--- src/rtl/scg_opcode_ctrl.sv ---
// SDRAM opcode controller: power-up init, single/burst read/write, self-refresh and auto-refresh
// sequencing toward the timing sequencer. Define SCG_AUTO_REF_EN to enable the internal refresh timer.
module scg_opcode_ctrl #(
  parameter int BURST_LEN    = 4,
  parameter int REF_INTERVAL = 780,
  parameter int INIT_WAIT    = 100
) (
  input  logic       clk,
  input  logic       rst,
  input  logic       op_valid,
  input  logic [2:0] opcode,
  output logic       op_ready,
  input  logic       done,
  output logic [3:0] select,
  output logic       idle,
  output logic       init_done,
  output logic       ref_pending,
  output logic [3:0] beat_cnt
);

  localparam logic [4:0] I_WAIT  = 5'd0;
  localparam logic [4:0] I_PALL  = 5'd1;
  localparam logic [4:0] I_AR1   = 5'd2;
  localparam logic [4:0] I_AR2   = 5'd3;
  localparam logic [4:0] I_LMR   = 5'd4;
  localparam logic [4:0] READY   = 5'd5;
  localparam logic [4:0] SR_PALL = 5'd6;
  localparam logic [4:0] SR_ENT  = 5'd7;
  localparam logic [4:0] SR_HOLD = 5'd8;
  localparam logic [4:0] SR_EXIT = 5'd9;
  localparam logic [4:0] AREF    = 5'd10;
  localparam logic [4:0] RD_ACT  = 5'd11;
  localparam logic [4:0] RD_BEAT = 5'd12;
  localparam logic [4:0] RD_PRE  = 5'd13;
  localparam logic [4:0] WR_ACT  = 5'd14;
  localparam logic [4:0] WR_BEAT = 5'd15;
  localparam logic [4:0] WR_PRE  = 5'd16;

  localparam logic [3:0] CMD_NOP   = 4'd0;
  localparam logic [3:0] CMD_ACT   = 4'd1;
  localparam logic [3:0] CMD_RD    = 4'd2;
  localparam logic [3:0] CMD_RDB   = 4'd3;
  localparam logic [3:0] CMD_WR    = 4'd4;
  localparam logic [3:0] CMD_WRB   = 4'd5;
  localparam logic [3:0] CMD_AREF  = 4'd6;
  localparam logic [3:0] CMD_SRE   = 4'd7;
  localparam logic [3:0] CMD_SRX   = 4'd8;
  localparam logic [3:0] CMD_PALL  = 4'd9;
  localparam logic [3:0] CMD_LMR   = 4'd10;
  localparam logic [3:0] CMD_PRE   = 4'd11;

  localparam int             IW        = $clog2(INIT_WAIT + 1);
  localparam logic [IW-1:0]  INIT_LAST = IW'(INIT_WAIT - 1);
  localparam logic [3:0]     BEAT_LAST = 4'(BURST_LEN - 1);

  logic [4:0]    state;
  logic [IW-1:0] init_cnt;
  logic          burst_q;
  logic          accept;
  logic          last_beat;

  assign accept    = op_valid && op_ready;
  assign last_beat = !burst_q || (beat_cnt == BEAT_LAST);
  assign idle      = (state == READY);

  // Registered ref_pending gates READY acceptance, so op_ready never loops back through the FSM.
  always_comb begin
    // NOTE: default first so every path assigns op_ready and no latch is inferred.
    op_ready = 1'b0;
    if (state == READY)        op_ready = !ref_pending;
    else if (state == SR_HOLD) op_ready = (opcode == 3'd0);
  end

  always_comb begin
    select = CMD_NOP;
    case (state)
      I_PALL, SR_PALL: select = CMD_PALL;
      I_AR1, I_AR2:    select = CMD_AREF;
      I_LMR:           select = CMD_LMR;
      SR_ENT:          select = CMD_SRE;
      SR_EXIT:         select = CMD_SRX;
      AREF:            select = CMD_AREF;
      RD_ACT, WR_ACT:  select = CMD_ACT;
      RD_BEAT:         select = burst_q ? CMD_RDB : CMD_RD;
      WR_BEAT:         select = burst_q ? CMD_WRB : CMD_WR;
      RD_PRE, WR_PRE:  select = CMD_PRE;
      default:         select = CMD_NOP;
    endcase
  end

  // NOTE: sequential state uses non-blocking assignments so all registers update from pre-edge values.
  always_ff @(posedge clk) begin
    if (rst) begin
      state     <= I_WAIT;
      init_cnt  <= '0;
      beat_cnt  <= '0;
      burst_q   <= 1'b0;
      init_done <= 1'b0;
    end else begin
      case (state)
        I_WAIT: begin
          if (init_cnt == INIT_LAST) begin
            init_cnt <= '0;
            state    <= I_PALL;
          end else begin
            init_cnt <= init_cnt + 1'b1;
          end
        end
        I_PALL: if (done) state <= I_AR1;
        I_AR1:  if (done) state <= I_AR2;
        I_AR2:  if (done) state <= I_LMR;
        I_LMR: begin
          if (done) begin
            state     <= READY;
            init_done <= 1'b1;
          end
        end
        READY: begin
          if (accept) begin
            burst_q <= opcode[0];
            case (opcode)
              3'd1: begin
                state     <= I_WAIT;
                init_done <= 1'b0;
              end
              3'd2:       state <= SR_PALL;
              3'd3:       state <= AREF;
              3'd4, 3'd5: state <= RD_ACT;
              3'd6, 3'd7: state <= WR_ACT;
              default:    state <= READY;
            endcase
          end else if (ref_pending) begin
            state <= AREF;
          end
        end
        SR_PALL: if (done)   state <= SR_ENT;
        SR_ENT:  if (done)   state <= SR_HOLD;
        SR_HOLD: if (accept) state <= SR_EXIT;
        SR_EXIT: if (done)   state <= READY;
        AREF:    if (done)   state <= READY;
        RD_ACT:  if (done)   state <= RD_BEAT;
        WR_ACT:  if (done)   state <= WR_BEAT;
        RD_BEAT, WR_BEAT: begin
          if (done) begin
            beat_cnt <= beat_cnt + 1'b1;
            if (last_beat) state <= (state == RD_BEAT) ? RD_PRE : WR_PRE;
          end
        end
        RD_PRE, WR_PRE: begin
          if (done) begin
            state    <= READY;
            beat_cnt <= '0;
          end
        end
        default: state <= I_WAIT;
      endcase
    end
  end

`ifdef SCG_AUTO_REF_EN
  localparam int            RW       = $clog2(REF_INTERVAL);
  localparam logic [RW-1:0] REF_LAST = RW'(REF_INTERVAL - 1);

  logic [RW-1:0] ref_timer;
  logic          in_sr;

  assign in_sr = (state == SR_PALL) || (state == SR_ENT) ||
                 (state == SR_HOLD) || (state == SR_EXIT);

  // Timer saturates at its last value; ref_pending stays set until an AREF completes.
  always_ff @(posedge clk) begin
    if (rst) begin
      ref_timer   <= '0;
      ref_pending <= 1'b0;
    end else if (state == AREF && done) begin
      ref_timer   <= '0;
      ref_pending <= 1'b0;
    end else if ((state == SR_EXIT && done) || (state == READY && accept && opcode == 3'd1)) begin
      ref_timer <= '0;
    end else if (init_done && !in_sr) begin
      if (ref_timer == REF_LAST) ref_pending <= 1'b1;
      else                       ref_timer   <= ref_timer + 1'b1;
    end
  end
`else
  assign ref_pending = 1'b0;
`endif

endmodule

--- config.mk ---
export PLATFORM = sky130hd
export DESIGN_NAME = scg_opcode_ctrl
export DESIGN_NICKNAME = d
export VERILOG_FILES = /design/src/rtl/scg_opcode_ctrl.sv
export SDC_FILE = /design/constraint.sdc
export NUM_CORES = 1
export LEC_CHECK = 0
export ABC_CLOCK_PERIOD_IN_PS = 2370
export CAP_MARGIN = 20
export CORE_ASPECT_RATIO = 1.25
export CORE_MARGIN = 4
export CORE_UTILIZATION = 58
export CTS_CLUSTER_DIAMETER = 200
export DETAILED_ROUTE_END_ITERATION = 6
export PLACE_DENSITY = 0.84
export SYNTH_ARGS = -nofsm -noshare
export SYNTH_HDL_FRONTEND = slang
export SYNTH_SLANG_ARGS = --single-unit
--- constraint.sdc ---
create_clock -name clk -period 2.37 [get_ports clk]
set_input_delay 0.3555 -clock clk [delete_from_list [all_inputs] [get_ports clk]]
set_output_delay 0.3555 -clock clk [all_outputs]
set_load 0.005 [all_outputs]
==> flow_summary.yaml, run 1 <==
placed_design:
  gp_congestion: 0.891
  dp_hpwl_um: 2430
  dpl.cell_count: 215
  dpl_cell_area_um2: 1570
  portBuffers: 17
  dp_worst_setup_slack_ns: 0.162
worst_setup_path:
  worstReg2RegEnd: "state[2]"
  startpoint_type: "flop"
  worstPathMaxFanout: 8
  critPathKind: "flop to primary output"
  critPathArrivalTime_ns: 1.97
  r2r_slack_ns: 0.50
  worstReg2RegStart: "state[1]"
  crit_required_ns: 2.01
  cp-end-kind: "primary output"
  r2r_cells: 6
hold_path:
  min_to: "init_done"
  worstHoldStart: "init_done"
  hold_class: "flop to flop"
  hold_depth: 2
cells_and_area:
  fill_cells: 189
  diodes: 0
  drive_gt1_share_pct: 20.4
  nNetsFinal: 202
  finalInstanceArea_um2: 1660
  syn_to_final_growth_pct: 21.8
  finalNonFillerCells: 222
clock_network:
  clock_latency_ns: 0.30
  clkTransAtPathRegs_ns: 0.12
  cts_made_buffers: 3
  root_buffer: "clkbuf_4"
  clock_sinks: 18
  tritoncts: "yes"
  cts_buffer_depth: 2
  htree_levels: 1
  cts_hold_buf: 0
sta:
  fin_skew_ns: 0.0146
  post-route-period-util_pct: 98.0
  final_hold_viol_count: 0
  setup_viol: 0
  finalMaxSlewViolations: 0
  layout_min_cycle_time_ns: 2.32
  fmax_ghz: 0.431
  fin_ws_ns: 0.0485
detailed_routing:
  ant_nets: 0
  routed-via-count: 1354
  wl_per_cell_um: 15.0
  drcViolationCount: 0
  wl_um: 3340
  avgViaCountPerCell: 6.10
  first_iter_violations: 52
  first_pass_iters: 4
logic_synthesis:
  synth_cell_types: 56
  netlist_area_um2: 1370
  syn_avg_cell_area_um2: 8.08
  synth_top_area_share_pct: 26.4
  synth-async-reset-ratio_pct: 0
  synth_edf_count: 0
  synthCells: 169
  yosys-top-cells-count: "18 x dfxtp_1, 18 x nor2_1, 15 x nand2_1"
  syn-num-nets: 178
  synth_area_leaders: "dfxtp_1 26%, mux2i_1 5.1%, nor2_1 4.9%, nand2_1 4.1%, a21oi_1 3.3%"
  synth_ff_type: "dfxtp_1"
  yosys.area.top_type: "dfxtp_1"
  seq_area_frac_synth_pct: 26.4
  ys_ff_latch: 18
  ys_warn_count: 0
floorplanning:
  fp.coreArea_um2: 2230
  initial_core_util_pct: 61.1
  dieArea_um2: 3200
  die_h_um: 62.3
  pin_count: 19
  die_width_um: 51.4
  rows: 19
pwr:
  pwr-share-clk_pct: 16.1
  peakVddDrop_uv: 548
  p_leak_nw: 0.680
  p_per_area_nw_per_um2: 593
  share_comb_of_total_power_pct: 46.6
  seqPwrFrac_pct: 37.2
  p_int_mw: 0.621
  switching_share_pct: 37.0
  p_sw_mw: 0.365
global_route:
  antenna_found_initial: 0
  grt_pass1_vias: 1225
  grt_pass1_wl_um: 5340
  globalRoute.totalOverflow: 0
  grt_start_max_net_pins: 18
  grt_use_total_pct: 20.8
run:
  maxCapViolations: 0
outcome:
  status: "finished clean"
[per-stage QoR]
step                utilization [%]  TNS [ns]  hold slack [ns]  total power [mW]
global placement               70.3         0            0.467             0.791
global route                   74.5   -0.0497            0.532              1.05
finish                         74.5         0            0.495             0.986
detailed placement             70.3         0            0.481             0.805
CTS                            71.7         0            0.497             0.957
floorplan                         -         0            0.466             0.683
[worst max-delay path, stage by stage (launching register included)]
cell and delay [ns]:
dfxtp_4 0.39, buf_4 0.16, nor2_4 0.14, nand2_2 0.09
or3_4 0.33, nand2_1 0.06, clkdlybuf4s50_1 0.49
[repair_timing]
action / in CTS / in global routing
pin swaps: 0 / 2
endpoints found under the setup margin: 4 / 5
gates resized for setup: 6 / 12
setup buffers: 0 / 4
[worst max-delay path by stage]
stage	start	slack, ns	cells after the start	to
finish	state[3]	0.05	6	select[1]
global route	state[0]	-0.03	4	op_ready
CTS	state[2]	0.006	4	select[3]
detailed placement	state[2]	0.16	3	select[2]
global placement	state[2]	0.22	3	select[2]
floorplan	state[3]	0.72	6	select[0]
[power by group through the flow]
stage	Clock [mW]	Combinational, mW	Sequential (mW)
CTS	0.156	0.430	0.371
detailed placement	0	0.427	0.378
floorplan	0	0.324	0.359
finish	0.159	0.460	0.367
global route	0.168	0.504	0.373
global placement	0	0.416	0.375
[state kept, by name, summed over array words and instances (netlist names)]
register,count
burst_q,1
init_done,1
init_cnt,7
beat_cnt,4
state,5
[layer usage]
layer	vias up	share of wire, %	GRT usage (%)
met5	-	0	0
met4	0	2.4	6.23
met3	15	5.9	3.83
met2	58	48	34.7
met1	630	44	26.6
li1	651	-	-
[area by class of cell]
cell class / count / area (µm²) / share of cell area, %
flip-flops and latches: 18 / 374 / 22.5
well taps: 31 / 38.8 / 2.33
clock buffers: 3 / 22.5 / 1.35
multi-input cells: 136 / 941 / 56.5
inverters: 5 / 18.8 / 1.13
repair buffers: 29 / 269 / 16.2
[cells by family (layout without fill, tap and decap cells)]
group,Yosys count,in the layout,synth area share [%]
muxes,9,9,7.33
adders and majority gates,2,2,1.83
DFF,18,18,26.4
and+or+nand+nor,75,75,31.9
xor gates and xnor gates,6,6,3.85
other,1,1,0.274
buffers and inverters,15,37,6.14
AOI/OAI and AO/OA,43,43,22.3
[cells in the final DEF, fill, tap and decap left out, types with 5 or more instances in the layout]
cell	netlist	layout
nand2b_1	7	7
inv_1	5	5
mux2i_1	7	7
xor2_1	5	5
nand2_1	15	15
o21ai_0	9	8
a21oi_1	9	9
buf_4	2	11
dfxtp_1	18	13
clkdlybuf4s50_1	0	15
nor2_1	18	18
(Power assumes the default switching activity.)
==> run 2: changes to the inputs <==
CAP_MARGIN = 40   (was 20)
SKIP_LAST_GASP = 1   (was unset)
SLEW_MARGIN = 20   (was unset)
==> flow_summary.yaml, run 2 (same netlist as run 1, synthesis figures left out) <==
detailed_routing:
  routed-via-count: 1333
  ant_nets: 0
  drcViolationCount: 0
  first_iter_violations: 65
  wl_per_cell_um: 14.8
  wl_um: 3290
  first_pass_iters: 4
  avgViaCountPerCell: 6.00
floorplanning:
  rows: 19
  pin_count: 19
  die_h_um: 62.3
  initial_core_util_pct: 61.1
  dieArea_um2: 3200
  die_width_um: 51.4
  fp.coreArea_um2: 2230
sta:
  setup_viol: 0
  layout_min_cycle_time_ns: 2.36
  finalMaxSlewViolations: 0
  post-route-period-util_pct: 99.4
  final_hold_viol_count: 0
  fin_ws_ns: 0.0139
  fin_skew_ns: 0.0135
  rsz0062_at_grt: "yes"
  fmax_ghz: 0.424
cells_and_area:
  diodes: 0
  drive_gt1_share_pct: 19.9
  largest_reg_flops: 7
  largest_register: "init_cnt"
  finalInstanceArea_um2: 1660
  layout_common_cells: "18 x nor2_1, 16 x clkdlybuf4s50_1, 15 x nand2_1"
  reg.largest.list: "init_cnt: 7 flops, state: 5 flops, beat_cnt: 4 flops"
  final_common_cell: "nor2_1"
  syn_to_final_growth_pct: 21.3
  fin_util_pct: 74.2
  nNetsFinal: 202
worst_setup_path:
  worst-path-buf-inv: 1
  cp-end-kind: "primary output"
  critPathTopFamily: "simple AND/OR/NAND/NOR gates"
  critPathKind: "flop to primary output"
  startpoint_type: "flop"
  critPathArrivalTime_ns: 2.00
  cp_cell_sequence: "or4b_4 -> o21ai_0 -> a22o_1 -> clkdlybuf4s50_1"
  slowest_delay_ns: 0.54
  crit_required_ns: 2.01
  worstPathMaxFanout: 10
  slowest_stage: "or4b_4"
outcome:
  status: "finished clean"
placed_design:
  portBuffers: 17
  dp_worst_setup_slack_ns: 0.162
  dpl_cell_area_um2: 1570
  gp_congestion: 0.891
  dp_hpwl_um: 2430
clock_network:
  clock_latency_ns: 0.30
  root_buffer: "clkbuf_4"
  htree_levels: 1
  tritoncts: "yes"
  clock_sinks: 18
  cts_made_buffers: 3
  clkTransAtPathRegs_ns: 0.12
  cts_buffer_depth: 2
  cts_hold_buf: 0
global_route:
  grt_start_max_net_pins: 18
  grt_pass1_wl_um: 5340
  globalRoute.totalOverflow: 0
  grt_use_total_pct: 20.8
  grt_pass1_vias: 1225
  antenna_found_initial: 0
pwr:
  p_per_area_nw_per_um2: 592
  power_mw: 0.982
  p_leak_nw: 0.660
  peakVddDrop_uv: 547
hold_path:
  hold_class: "flop to flop"
run:
  maxCapViolations: 0
## run 2: cell count changes in the layout (fill, tap and decap cells not counted), sizes merged
cell,before,now
clkdlybuf4s50,15,16
dlymetal6s2s,2,1
## run 2: worst paths after layout
| path | depth (start not counted) | endpoint | slack (ns) | startpoint |
|---|---|---|---|---|
| worst max register to register | 6 | state[0] | 0.51 | state[1] |
| worst min-delay path | 2 | init_done | 0.49 | init_done |
| worst min register to register | 2 | init_done | 0.49 | init_done |
| worst max-delay path | 4 | select[3] | 0.01 | state[2] |
## run 2: layout make-up
class / count / area (µm²)
Inverter: 5 / 18.8
Fill cell: 194 / 577
Clock buffer: 3 / 22.5
Multi-Input combinational cell: 136 / 937
Sequential cell: 18 / 374
Timing Repair Buffer: 29 / 267
Tap cell: 31 / 38.8
## run 2: power breakdown
| part | internal, mW | switching [mW] |
|---|---|---|
| Combinational | 0.230 | 0.227 |
| Sequential | 0.333 | 0.0340 |
| Clock | 0.0591 | 0.0990 |
## run 2: per-stage QoR
stage / TNS (ns) / hold WS (ns) / instances
6_report: 0 / 0.495 / 222
3_5_place_dp: 0 / 0.481 / 215
3_3_place_gp: 0 / 0.467 / 215
2_1_floorplan: 0 / 0.466 / 169
4_1_cts: 0 / 0.497 / 218
5_1_grt: -0.0914 / 0.532 / 222
## run 2: worst register-to-register path: cells and delay by family (launching register included)
family	cells	cell delay, ns
AO/OA/AOI/OAI	2	0.48
flip-flops	1	0.41
AND/OR/NAND/NOR	2	0.36
multiplexers	1	0.33
buffers and inverters	1	0.20
## run 2: timing repair
item                       4_1_cts  5_1_grt
pin swaps                        0        2
resized for setup                6        9
setup endpoints to repair        4        5
buffers inserted                 0        4
gates cloned                     0        0
## run 2: routing by layer
layer	GRT usage, %	routed length [µm]
met5	0	0
met3	3.83	256
met1	26.6	1410
met4	6.23	57
met2	34.7	1570
==> run 3: changes to the inputs <==
CTS_CLUSTER_DIAMETER = unset   (was 200)
GPL_ROUTABILITY_DRIVEN = 0   (was unset)
==> results of run 3 <==
Same layout as run 2: the final DEF is identical, and so are final timing and power.
